**config.mk**
```make
export PLATFORM = sky130hd
export DESIGN_NAME = prim_ram_1p_arb
export DESIGN_NICKNAME = d
export VERILOG_FILES = /design/src/rtl/prim_ram_1p_arb_pkg.sv /design/src/rtl/prim_ram_1p_arb_rr.sv /design/src/rtl/prim_ram_1p_arb.sv
export SDC_FILE = /design/constraint.sdc
export NUM_CORES = 1
export LEC_CHECK = 0
export CORE_AREA = 2 2 124 126
export CTS_CLUSTER_SIZE = 25
export DETAILED_ROUTE_END_ITERATION = 10
export DIE_AREA = 0 0 126 128
export DONT_BUFFER_PORTS = 1
export HOLD_SLACK_MARGIN = 0.02
export PLACE_DENSITY = 0.3
export SYNTH_ARGS = -nofsm -noshare
export SYNTH_HDL_FRONTEND = slang
export SYNTH_SLANG_ARGS = --single-unit
```
**constraint.sdc**
```tcl
create_clock -name clk_i -period 2.8 [get_ports clk_i]
set_input_delay 0.14 -clock clk_i [delete_from_list [all_inputs] [get_ports clk_i]]
set_output_delay 0.14 -clock clk_i [all_outputs]
set_load 0.02 [all_outputs]
```
**src/rtl/prim_ram_1p_arb_pkg.sv**
```systemverilog
// ============================================================================
//  Module   : prim_ram_1p_arb_pkg
//  Purpose  : Shared types and constants for the two-requester single-port
//             RAM arbiter with built-in memory wipe.
//  Revision : 1.0 - initial release
// ============================================================================
`default_nettype none

package prim_ram_1p_arb_pkg;

    // Arbiter operating mode: wiping the RAM, or arbitrating requesters.
    typedef enum logic [0:0] {
        StInit = 1'b0,
        StRun  = 1'b1
    } arb_state_e;

    // Number of requesters and their bit positions in request/grant vectors.
    localparam int unsigned NumReq = 2;
    localparam int unsigned ReqA   = 0;
    localparam int unsigned ReqB   = 1;

endpackage : prim_ram_1p_arb_pkg

`default_nettype wire

```
**src/rtl/prim_ram_1p_arb_rr.sv**
```systemverilog
// ============================================================================
//  Module   : prim_ram_1p_arb_rr
//  Purpose  : Two-way round-robin arbiter. Grant is combinational; the
//             priority pointer flips to the other requester after each grant
//             and holds when nothing is granted.
//  Revision : 1.0 - initial release
// ============================================================================
`default_nettype none

module prim_ram_1p_arb_rr
    import prim_ram_1p_arb_pkg::*;
(
    input  logic              clk_i,
    input  logic              rst_ni,
    input  logic [NumReq-1:0] req_i,
    output logic [NumReq-1:0] gnt_o
);

    // High when requester b wins a tie; cleared at reset so a wins first.
    logic prio_b_q;
    logic prio_b_d;

    // Grant: a lone requester always wins; a tie goes to the pointer.
    always_comb begin
        gnt_o = '0;
        unique case (req_i)
            2'b01:   gnt_o = 2'b01;
            2'b10:   gnt_o = 2'b10;
            2'b11:   gnt_o = prio_b_q ? 2'b10 : 2'b01;
            default: gnt_o = '0;
        endcase
    end

    // Pointer moves away from whoever was just served; idle cycles keep it.
    always_comb begin
        prio_b_d = prio_b_q;
        if (gnt_o[ReqA]) begin
            prio_b_d = 1'b1;
        end else if (gnt_o[ReqB]) begin
            prio_b_d = 1'b0;
        end
    end

    // Pointer register.
    always_ff @(posedge clk_i or negedge rst_ni) begin
        if (!rst_ni) begin
            prio_b_q <= 1'b0;
        end else begin
            prio_b_q <= prio_b_d;
        end
    end

endmodule : prim_ram_1p_arb_rr

`default_nettype wire

```
**src/rtl/prim_ram_1p_arb.sv**
```systemverilog
// ============================================================================
//  Module   : prim_ram_1p_arb
//  Purpose  : Arbitrates two requesters onto one single-port RAM. After reset
//             (or on request) the whole RAM is wiped to zero, one word per
//             cycle, before arbitration resumes. Reads return one cycle
//             after grant; rvalid is steered to the owner of the read.
//  Revision : 1.0 - initial release
// ============================================================================
`default_nettype none

module prim_ram_1p_arb
    import prim_ram_1p_arb_pkg::*;
#(
    parameter int unsigned Width = 32,
    parameter int unsigned Depth = 128,
    localparam int unsigned Aw   = $clog2(Depth)
) (
    input  logic             clk_i,
    input  logic             rst_ni,

    // Requester a
    input  logic             a_req_i,
    input  logic             a_write_i,
    input  logic [Aw-1:0]    a_addr_i,
    input  logic [Width-1:0] a_wdata_i,
    input  logic [Width-1:0] a_wmask_i,
    output logic             a_gnt_o,
    output logic             a_rvalid_o,
    output logic [Width-1:0] a_rdata_o,

    // Requester b
    input  logic             b_req_i,
    input  logic             b_write_i,
    input  logic [Aw-1:0]    b_addr_i,
    input  logic [Width-1:0] b_wdata_i,
    input  logic [Width-1:0] b_wmask_i,
    output logic             b_gnt_o,
    output logic             b_rvalid_o,
    output logic [Width-1:0] b_rdata_o,

    // RAM side
    output logic             ram_req_o,
    output logic             ram_write_o,
    output logic [Aw-1:0]    ram_addr_o,
    output logic [Width-1:0] ram_wdata_o,
    output logic [Width-1:0] ram_wmask_o,
    input  logic [Width-1:0] ram_rdata_i,

    // Wipe control
    input  logic             init_req_i,
    output logic             init_done_o
);

    localparam logic [Aw-1:0] LastAddr = Aw'(Depth - 1);

    arb_state_e        state_q;
    arb_state_e        state_d;
    logic [Aw-1:0]     cnt_q;
    logic [Aw-1:0]     cnt_d;
    logic              a_rvalid_q;
    logic              b_rvalid_q;
    logic [NumReq-1:0] rr_req;
    logic [NumReq-1:0] rr_gnt;

    // Only Run mode presents requests to the arbiter, so grants (and pointer
    // updates) are impossible while wiping.
    assign rr_req = (state_q == StRun) ? {b_req_i, a_req_i} : '0;

    prim_ram_1p_arb_rr u_rr (
        .clk_i  (clk_i),
        .rst_ni (rst_ni),
        .req_i  (rr_req),
        .gnt_o  (rr_gnt)
    );

    // State and wipe-address registers.
    always_ff @(posedge clk_i or negedge rst_ni) begin
        if (!rst_ni) begin
            state_q <= StInit;
            cnt_q   <= '0;
        end else begin
            state_q <= state_d;
            cnt_q   <= cnt_d;
        end
    end

    // Next state: wipe walks 0..Depth-1 then runs; a wipe request in Run
    // restarts from address 0, while one arriving mid-wipe is ignored.
    always_comb begin
        state_d = state_q;
        cnt_d   = cnt_q;
        unique case (state_q)
            StInit: begin
                if (cnt_q == LastAddr) begin
                    state_d = StRun;
                    cnt_d   = '0;
                end else begin
                    cnt_d   = cnt_q + Aw'(1);
                end
            end
            StRun: begin
                cnt_d = '0;
                if (init_req_i) begin
                    state_d = StInit;
                end
            end
            default: begin
                state_d = StInit;
                cnt_d   = '0;
            end
        endcase
    end

    // RAM port drive: wipe writes in Init, the granted requester in Run.
    // Everything is forced idle while reset is held so the RAM sees no
    // stray access during reset assertion.
    always_comb begin
        ram_req_o   = 1'b0;
        ram_write_o = 1'b0;
        ram_addr_o  = '0;
        ram_wdata_o = '0;
        ram_wmask_o = '0;
        unique case (state_q)
            StInit: begin
                ram_req_o   = 1'b1;
                ram_write_o = 1'b1;
                ram_addr_o  = cnt_q;
                ram_wdata_o = '0;
                ram_wmask_o = '1;
            end
            StRun: begin
                if (rr_gnt[ReqA]) begin
                    ram_req_o   = 1'b1;
                    ram_write_o = a_write_i;
                    ram_addr_o  = a_addr_i;
                    ram_wdata_o = a_wdata_i;
                    ram_wmask_o = a_wmask_i;
                end else if (rr_gnt[ReqB]) begin
                    ram_req_o   = 1'b1;
                    ram_write_o = b_write_i;
                    ram_addr_o  = b_addr_i;
                    ram_wdata_o = b_wdata_i;
                    ram_wmask_o = b_wmask_i;
                end
            end
            default: begin
                ram_req_o = 1'b0;
            end
        endcase
        if (!rst_ni) begin
            ram_req_o   = 1'b0;
            ram_write_o = 1'b0;
        end
    end

    // Read-return tracking: remember which requester owns the read issued
    // this cycle so its rvalid fires when the RAM data arrives.
    always_ff @(posedge clk_i or negedge rst_ni) begin
        if (!rst_ni) begin
            a_rvalid_q <= 1'b0;
            b_rvalid_q <= 1'b0;
        end else begin
            a_rvalid_q <= rr_gnt[ReqA] & ~a_write_i;
            b_rvalid_q <= rr_gnt[ReqB] & ~b_write_i;
        end
    end

    assign a_gnt_o     = rr_gnt[ReqA];
    assign b_gnt_o     = rr_gnt[ReqB];
    assign a_rvalid_o  = a_rvalid_q;
    assign b_rvalid_o  = b_rvalid_q;
    // Read data is shared; only rvalid identifies the owner.
    assign a_rdata_o   = ram_rdata_i;
    assign b_rdata_o   = ram_rdata_i;
    assign init_done_o = (state_q == StRun);

endmodule : prim_ram_1p_arb

`default_nettype wire

```
==> results of run 1 <==
[synthesized netlist by cell type (all sizes together), types with 2 or more instances]
master and n:
nand2 7, xnor2 2, dfrtp 11, nand2b 3, o221ai 2, and2 2, a31oi 5, a22o 32
inv 3, nor2 10, nand3 114, clkbuf 16, nor2b 4, a21oi 2, buf 80
[state kept, by name (all words and copies together) (netlist names)]
register       cells
init_done_o        1
b_rvalid_o         1
cnt_q              7
a_rvalid_o         1
u_rr.prio_b_q      1
[power breakdown]
| part | total, mW | internal (mW) | switching (mW) |
|---|---|---|---|
| Combinational | 0.352 | 0.114 | 0.238 |
| Clock | 0.269 | 0.192 | 0.0769 |
| Sequential | 0.266 | 0.211 | 0.0548 |
[cells by family (layout without fill, tap and decap cells)]
logic type      after synthesis  in the layout  synth area share
compound gates               44             44             0.175
xor+xnor                      3              3            0.0128
fa+ha+maj                     1              1           0.00611
buf+inv                      99             23             0.315
flops                        11             11             0.134
mux                           2              2            0.0104
simple gates                143            143             0.346
[worst min-delay path by stage]
stage                          start          end  slack (ns)
after global routing      init_req_i  init_done_o        0.12
final                     init_req_i  init_done_o        0.13
after detailed placement      rst_ni   b_rvalid_o       -0.16
after floorplan               rst_ni   a_rvalid_o       -0.16
after CTS                 init_req_i  init_done_o        0.12
after global placement        rst_ni     cnt_q[2]       -0.15
[repair_timing]
| action | CTS | global route |
|---|---|---|
| endpoints found under the hold margin | 13 | 0 |
| resized for setup | 0 | 0 |
| hold buffers | 3 | 0 |
[cell type report]
type / instances / share of cell area
multi-input cells: 193 / 0.608
well taps: 188 / 0.126
inverters: 3 / 0.00605
flip-flops and latches: 11 / 0.149
repair buffers: 16 / 0.0686
clock buffers: 4 / 0.0424
[stage by stage]
stage / worst slack, ns / power, mW / util
2_1_floorplan: 1.20 / 0.691 / -
3_3_place_gp: 1.16 / 0.616 / 0.118
3_5_place_dp: 1.11 / 0.619 / 0.118
4_1_cts: 0.843 / 0.897 / 0.125
5_1_grt: 0.747 / 0.951 / 0.125
6_report: 0.852 / 0.887 / 0.125
[worst max-delay path, stage by stage, from the launching register on]
cell and delay (ns):
dfrtp_2 0.35, and2_1 0.13, and2_1 0.37, buf_4 0.36, a22o_1 0.20, buf_4 0.14
[per-layer routing]
| metal | up-vias | track usage | routed length (um) |
|---|---|---|---|
| met1 | 907 | 0.122 | 3430 |
| met3 | 25 | 0.0138 | 760 |
| met4 | 0 | 0.0278 | 179 |
| met5 | - | 0 | 0 |
| met2 | 161 | 0.121 | 3370 |
| li1 | 865 | - | - |
==> metrics.txt, run 1 <==
status finished clean; CP endpoint ram_wdata_o[17]; via/cell ratio 4.72; asr flop ratio synth 1.00; Worst-Skew Late Latency 0.24 ns; Fin Setup TNS 0 ns; nets@finish 410; power per cell area 477 nW/um^2; Routed WL per cell 18.7 um; Post-Syn Nets 485; CTS tree built; Synth cell types 29; Synth Area per Inst 6.76 sq um; Max Slew Vio Count 0; Die H 128 um; Post-CTS Setup Inserts 0; starting density of the core 0.138; setup violators final 0; area of the multi-input gates 1130 sq um; Leak 0.551 nW; routability-driven placement congestion ratio 0.714; commonest cells after routing, fill and taps aside nand3_1, a22o_1, buf_4; Seq cells post-synth 11; Register Area 277 sq um; grt ovf 0; drc violations 0; CTS sink count 11; hold slack 0.131 ns; worst IR drop on VDD 0.206 mV; via count 1,958; largest net degree at the start of global routing 56; r2r endpoint cnt_q[2]; Clock Skews 0.00175 ns; Clk pin slew, worst setup/hold paths 0.04 ns; Max Root-Sink Buffers 2; clk root buf clkbuf_16; crit path DAT 1.81 ns; row count 45; Area contributors post-synth nand3_1, buf_4, a22o_1; worst hold path class primary input to flop; layout cells sized above 1 0.0881; io pins 323; Synth-to-Final Area Change -9.16%; MaxCap Viol Count 0; RSZ-0062 raised after global routing no; port bufs 0; Min-Delay Path Depth 2; final wirelength 7740 um; minimum clock period 1.95 ns; Detailed Route Iter0 Violations 113; Synth Warn # 0; final instance area 1860 sq um; max_slew headroom 0.610; crit-path max FO 28; Routed Antenna Nets 0; Filler Cells Inserted 1,725; r2r setup slk 1.45 ns; initial antenna violation count 0; Post-Syn Instances 303; worst path required time 2.66 ns; Post-Layout Cell Count 415; Seq/Total Area, Yosys 0.134; drt pass-1 iters 4; CP startpoint init_done_o; CP Launch Type flop; Clock H-tree levels 1; placed inst area 1750 sq um; crit share post-route 0.696; top cell type's share of synthesized area 0.279; R2R depth 4; Mapped Area 2050 sq um; global-route wire length before repair 10,200 um; Detailed Place HPWL 6150 um; Inserted Clock Buffers 3; leading area contributor after synthesis nand3_1; most common cell after layout, fill and taps aside nand3_1; Die Wd 126 um; Setup CP Type flop to output port; Cells after DPL 408; worst-margin pin slew 0.585 ns; reg2reg start cnt_q[0]; CORE AREA 14,900 sq um; GRT Util Overall 0.0828; vias in the first global route 1,711; Die Area 16,100 sq um; fmax 0.513 GHz; ys flop type dfrtp_1; # diodes 0; CP Capture Type output port; Hold Vio Cnt, Final 0; Post-synth EDFFs 0
No activity file was read; power rests on OpenSTA's default activity.
==> inputs of run 2 (changes only) <==
--- a/config.mk
+++ b/config.mk
@@ -5,10 +5,10 @@
 export SDC_FILE = /design/constraint.sdc
 export NUM_CORES = 1
 export LEC_CHECK = 0
-export CORE_AREA = 2 2 124 126
+export CORE_AREA = 2 2 125 127
 export CTS_CLUSTER_SIZE = 25
 export DETAILED_ROUTE_END_ITERATION = 10
-export DIE_AREA = 0 0 126 128
+export DIE_AREA = 0 0 127 129
 export DONT_BUFFER_PORTS = 1
 export HOLD_SLACK_MARGIN = 0.02
 export PLACE_DENSITY = 0.3
==> constraint.sdc (replaced) <==
create_clock -name clk_i -period 2 [get_ports clk_i]
set_input_delay 0.1 -clock clk_i [delete_from_list [all_inputs] [get_ports clk_i]]
set_output_delay 0.1 -clock clk_i [all_outputs]
set_load 0.02 [all_outputs]
==> run 2 against run 1 <==
Against the previous run:
- clock power grew 41%
- total power grew 47%
- via count grew 1.3%
- critical endpoint is now ram_wdata_o[15]
- largest cell class unchanged
==> metrics.txt, run 2 (synthesis gave the netlist of run 1 again) <==
Post-Layout Cell Count 417; Worst-Skew Late Latency 0.24 ns; Largest register FFs 7; Critical Path Slowest Stage Cell nor2b_4; drc violations 0; top sig layer met4; Routed WL per cell 20.2 um; setup violators final 0; worst hold path class primary input to flop; CORE AREA 15,000 sq um; Clk pin slew, worst setup/hold paths 0.05 ns; Filler Cells Inserted 1,711; Fin Setup TNS 0 ns; initial antenna violation count 0; worst IR drop on VDD 0.213 mV; grt ovf 0; reg2reg start u_rr.prio_b_q; io pins 323; commonest cells after routing, fill and taps aside nand3_1, a22o_1, buf_4; most common cell after layout, fill and taps aside nand3_1; port bufs 0; Clock H-tree levels 1; routability-driven placement congestion ratio 0.712; Hold Vio Cnt, Final 0; placed inst area 1770 sq um; GRT Util Overall 0.0886; hold path start init_req_i; power per cell area 692 nW/um^2; Met2 Routed Length 4370 um; P_sw 0.537 mW; Die H 129 um; Detailed Place HPWL 6480 um; CTS sink count 11; Sw Ratio 0.411; M1 wire length 3130 um; clk root buf clkbuf_16; Inserted Clock Buffers 3; row count 45; Synth-to-Final Area Change -7.88%; Setup CP Type flop to output port; vias in the first global route 1,861; # diodes 0; global-route wire length before repair 10,900 um; fmax 0.534 GHz; final wirelength 8410 um; CP Launch Type flop; internal power 0.768 mW; Util after Layout 0.126; Detailed Route Iter0 Violations 83; Post-CTS Setup Inserts 0; area of the multi-input gates 1140 sq um; Cells after DPL 410; CP Capture Type output port; via/cell ratio 4.76; Die Wd 127 um; drt pass-1 iters 6; nets@finish 412; crit path DAT 1.77 ns; MaxCap Viol Count 0; final instance area 1890 sq um; Max Slew Vio Count 0; layout cells sized above 1 0.114; largest net degree at the start of global routing 48; Routed Antenna Nets 0; status finished clean; worst-margin pin slew 0.753 ns; sequential share of power 0.285; CP startpoint u_rr.prio_b_q; Clock Power Share 0.289; starting density of the core 0.137; Clock Skews 0.00506 ns; crit-path cells nand2b_2, nor2b_4, a22o_1; crit-path max FO 34; crit share post-route 0.937; Register Area 277 sq um; worst path required time 1.90 ns; via count 1,983; Max Root-Sink Buffers 2; Biggest register cnt_q; Leak 0.566 nW; CP peak stage delay 0.63 ns; max_slew headroom 0.497; RSZ-0062 raised after global routing no; Die Area 16,400 sq um; CTS tree built; Logic pwr share 0.426; minimum clock period 1.87 ns; routed wl met3 670 um
[run 2: worst max-delay path: cells and delay by family, from the launching register on]
family / cells / cell delay (ns)
flops: 1 / 0.36
compound gates: 1 / 0.39
simple gates: 2 / 0.76
[run 2: worst paths after layout]
kind,cells after the start,to,slack [ns]
max,3,ram_wdata_o[15],0.13
min,2,init_done_o,0.1
max reg2reg,3,b_rvalid_o,0.60
min reg2reg,1,cnt_q[0],0.52
max in group asynchronous,1,init_done_o,1.30
min in group asynchronous,1,cnt_q[2],0.29
[run 2: through the flow]
| step | hold slack (ns) | power, mW | setup slack, ns |
|---|---|---|---|
| after detailed placement | -0.195 | 0.928 | -0.0314 |
| after global routing | 0.126 | 1.41 | 0.0261 |
| after CTS | 0.119 | 1.32 | 0.0976 |
| after global placement | -0.195 | 0.924 | 0.0829 |
| final | 0.0962 | 1.31 | 0.126 |
| after floorplan | -0.196 | 0.967 | 0.438 |
[run 2: final cells by class]
type	count	area share
Tap cell	188	0.125
Timing Repair Buffer	18	0.0756
Multi-Input combinational cell	193	0.605
Clock inverter	1	0.00265
Sequential cell	11	0.147
Clock buffer	3	0.0398
Inverter	3	0.00597
[run 2: power by group through the flow]
| stage | combinational [mW] | clock (mW) | sequential, mW |
|---|---|---|---|
| after global routing | 0.615 | 0.404 | 0.387 |
| after CTS | 0.565 | 0.388 | 0.371 |
| after floorplan | 0.613 | 0 | 0.354 |
| after global placement | 0.549 | 0 | 0.375 |
| after detailed placement | 0.555 | 0 | 0.373 |
| final | 0.556 | 0.378 | 0.372 |
[run 2: per-layer routing]
metal	global-route usage	vias up
met5	0	-
met4	0.0323	0
met3	0.0154	34
met2	0.172	153
met1	0.0963	925
li1	-	871
[run 2: what timing repair did]
| item | in CTS | in global routing |
|---|---|---|
| setup endpoints to repair | 34 | 0 |
| hold buffers | 3 | 0 |
| gates resized for setup | 2 | 0 |
| endpoints found under the hold margin | 13 | 0 |
==> inputs of run 3 (changes only) <==
--- a/config.mk
+++ b/config.mk
@@ -5,10 +5,11 @@
 export SDC_FILE = /design/constraint.sdc
 export NUM_CORES = 1
 export LEC_CHECK = 0
-export CORE_AREA = 2 2 125 127
+export ABC_AREA = 1
+export CORE_AREA = 2 2 127 129
 export CTS_CLUSTER_SIZE = 25
 export DETAILED_ROUTE_END_ITERATION = 10
-export DIE_AREA = 0 0 127 129
+export DIE_AREA = 0 0 129 131
 export DONT_BUFFER_PORTS = 1
 export HOLD_SLACK_MARGIN = 0.02
 export PLACE_DENSITY = 0.3
==> run 3 against run 2 <==
Against the previous run:
- clock power down 3%
- combinational power down 8.3%
- register-to-register slack worse by 0.12 ns
- largest cell class unchanged
- final cell count up 23%
- largest power group unchanged
- non-clock buffer count down 9
==> metrics.txt, run 3 <==
Worst-Skew Late Latency 0.24 ns; worst hold path class primary input to flop; CP Launch Type flop; Biggest register cnt_q; io pins 323; drt pass-1 iters 4; worst-margin pin slew 0.539 ns; fmax 0.579 GHz; drc violations 0; CP Capture Type output port; initial antenna violation count 0; largest net degree at the start of global routing 54; R2R depth 6; row count 46; commonest cells after routing, fill and taps aside nand2_1, nand3_1, nor2_1; top cell type's share of synthesized area 0.365; setup violators final 0; Seq cells post-synth 11; Routed Antenna Nets 0; starting density of the core 0.128; Post-CTS Setup Inserts 0; Post-Layout Cell Count 511; crit share post-route 0.863; Post-Syn Instances 365; Detailed Place HPWL 4910 um; Synth Warn # 0; nets@finish 478; global-route wire length before repair 7620 um; via count 1,938; most frequent cells after synthesis nand2_1, buf_4, nand3_1; Synth cell types 15; Leak 0.712 nW; Place WS 0.465 ns; Min-Delay Path Depth 3; Hold Vio Cnt, Final 0; Die H 131 um; asr flop ratio synth 1.00; port bufs 0; Die Area 16,900 sq um; Synth-to-Final Area Change -8.08%; CTS tree built; crit-path max FO 36; Die Wd 129 um; Routed WL per cell 11.9 um; Inserted Clock Buffers 3; cts hold-fix bufs 4; r2r setup slk 0.48 ns; most common cell in the netlist nand2_1; max_slew headroom 0.640; via/cell ratio 3.79; post_cts resized 0; Synth Area per Inst 5.47 sq um; Clock H-tree levels 1; CTS sink count 11; most common cell after layout, fill and taps aside nand2_1; Max Root-Sink Buffers 2; Seq/Total Area, Yosys 0.138; clk root buf clkbuf_16; GRT Util Overall 0.0586; worst path required time 1.90 ns; minimum clock period 1.73 ns; leading area contributor after synthesis nand2_1; CORE AREA 15,600 sq um; Setup CP Type flop to output port; Clk pin slew, worst setup/hold paths 0.04 ns; Fin Setup TNS 0 ns; Register Area 275 sq um; crit path DAT 1.63 ns; MaxCap Viol Count 0; worst IR drop on VDD 0.509 mV; vias in the first global route 1,536; power per cell area 691 nW/um^2; Cells after DPL 503; area of the multi-input gates 1070 sq um; routability-driven placement congestion ratio 0.717; final wirelength 6080 um; layout cells sized above 1 0.0475; Detailed Route Iter0 Violations 71; grt ovf 0; final worst setup slack 0.273 ns; ys flop type dfrtp_1; # diodes 0; Filler Cells Inserted 1,811; Largest register FFs 7; Mapped Area 2000 sq um; RSZ-0062 raised after global routing no; Post-Syn Nets 547; Max Slew Vio Count 0; Clock Skews 0.00184 ns; Post-synth EDFFs 0; status finished clean; Area contributors post-synth nand2_1, buf_4, dfrtp_1
run 3: cell types whose count changed in the layout (fill, tap and decap cells not counted), sizes merged, moves of 3 or more:
cell and delta:
nor2b -4, inv +7, a31oi -5, nand2 +188, buf -10, a22o -32, nand2b -3, nand3 -68
run 3: routing by layer:
| layer | vias up | wire length (um) | global-route usage |
|---|---|---|---|
| met1 | 852 | 2230 | 0.0599 |
| met4 | 0 | 131 | 0.0237 |
| li1 | 917 | - | - |
| met5 | - | 0 | 0 |
| met2 | 148 | 3130 | 0.109 |
| met3 | 21 | 588 | 0.0208 |
run 3: power breakdown:
part	internal [mW]	switching, mW	total [mW]
sequential	0.305	0.0859	0.391
clock	0.268	0.0991	0.367
combinational	0.151	0.358	0.510
run 3: layout make-up:
type / count / share of cell area
multi-input combinational: 261 / 0.584
sequential: 11 / 0.150
tap: 216 / 0.147
timing repair buffer: 9 / 0.0559
clock buffer: 4 / 0.0429
inverter: 10 / 0.0204
run 3: final timing paths:
path / start / endpoint
worst max register to register: init_done_o / cnt_q[5]
max in group asynchronous: rst_ni / cnt_q[5]
min in group asynchronous: rst_ni / init_done_o
worst min register to register: cnt_q[0] / cnt_q[0]
worst min-delay path: b_req_i / a_rvalid_o
worst max-delay path: init_done_o / ram_addr_o[4]
run 3: through the flow:
step	util	instance area, sq um	total power [mW]	hold WS (ns)
after floorplan	-	2000	0.998	-0.196
after global placement	0.110	1720	0.897	-0.195
after detailed placement	0.110	1720	0.895	-0.195
after CTS	0.118	1840	1.29	0.0932
after global routing	0.118	1840	1.38	0.107
final	0.118	1840	1.27	0.104
run 3: worst max-delay path, cell delays in order, from the launching register on:
cell,delay (ns)
dfrtp_1,0.39
buf_4,0.41
inv_2,0.19
nand2_1,0.16
nand3_1,0.22
run 3: logic make-up (layout without fill, tap and decap cells):
group                      after synthesis  count (layout)  synth area share
xor gates and xnor gates                 3               3            0.0132
and+or+nand+nor                        253             253             0.506
DFF                                     11              11             0.138
buffers and inverters                   93              23             0.326
adders and majority gates                1               1           0.00626
AOI/OAI and AO/OA                        4               4            0.0113
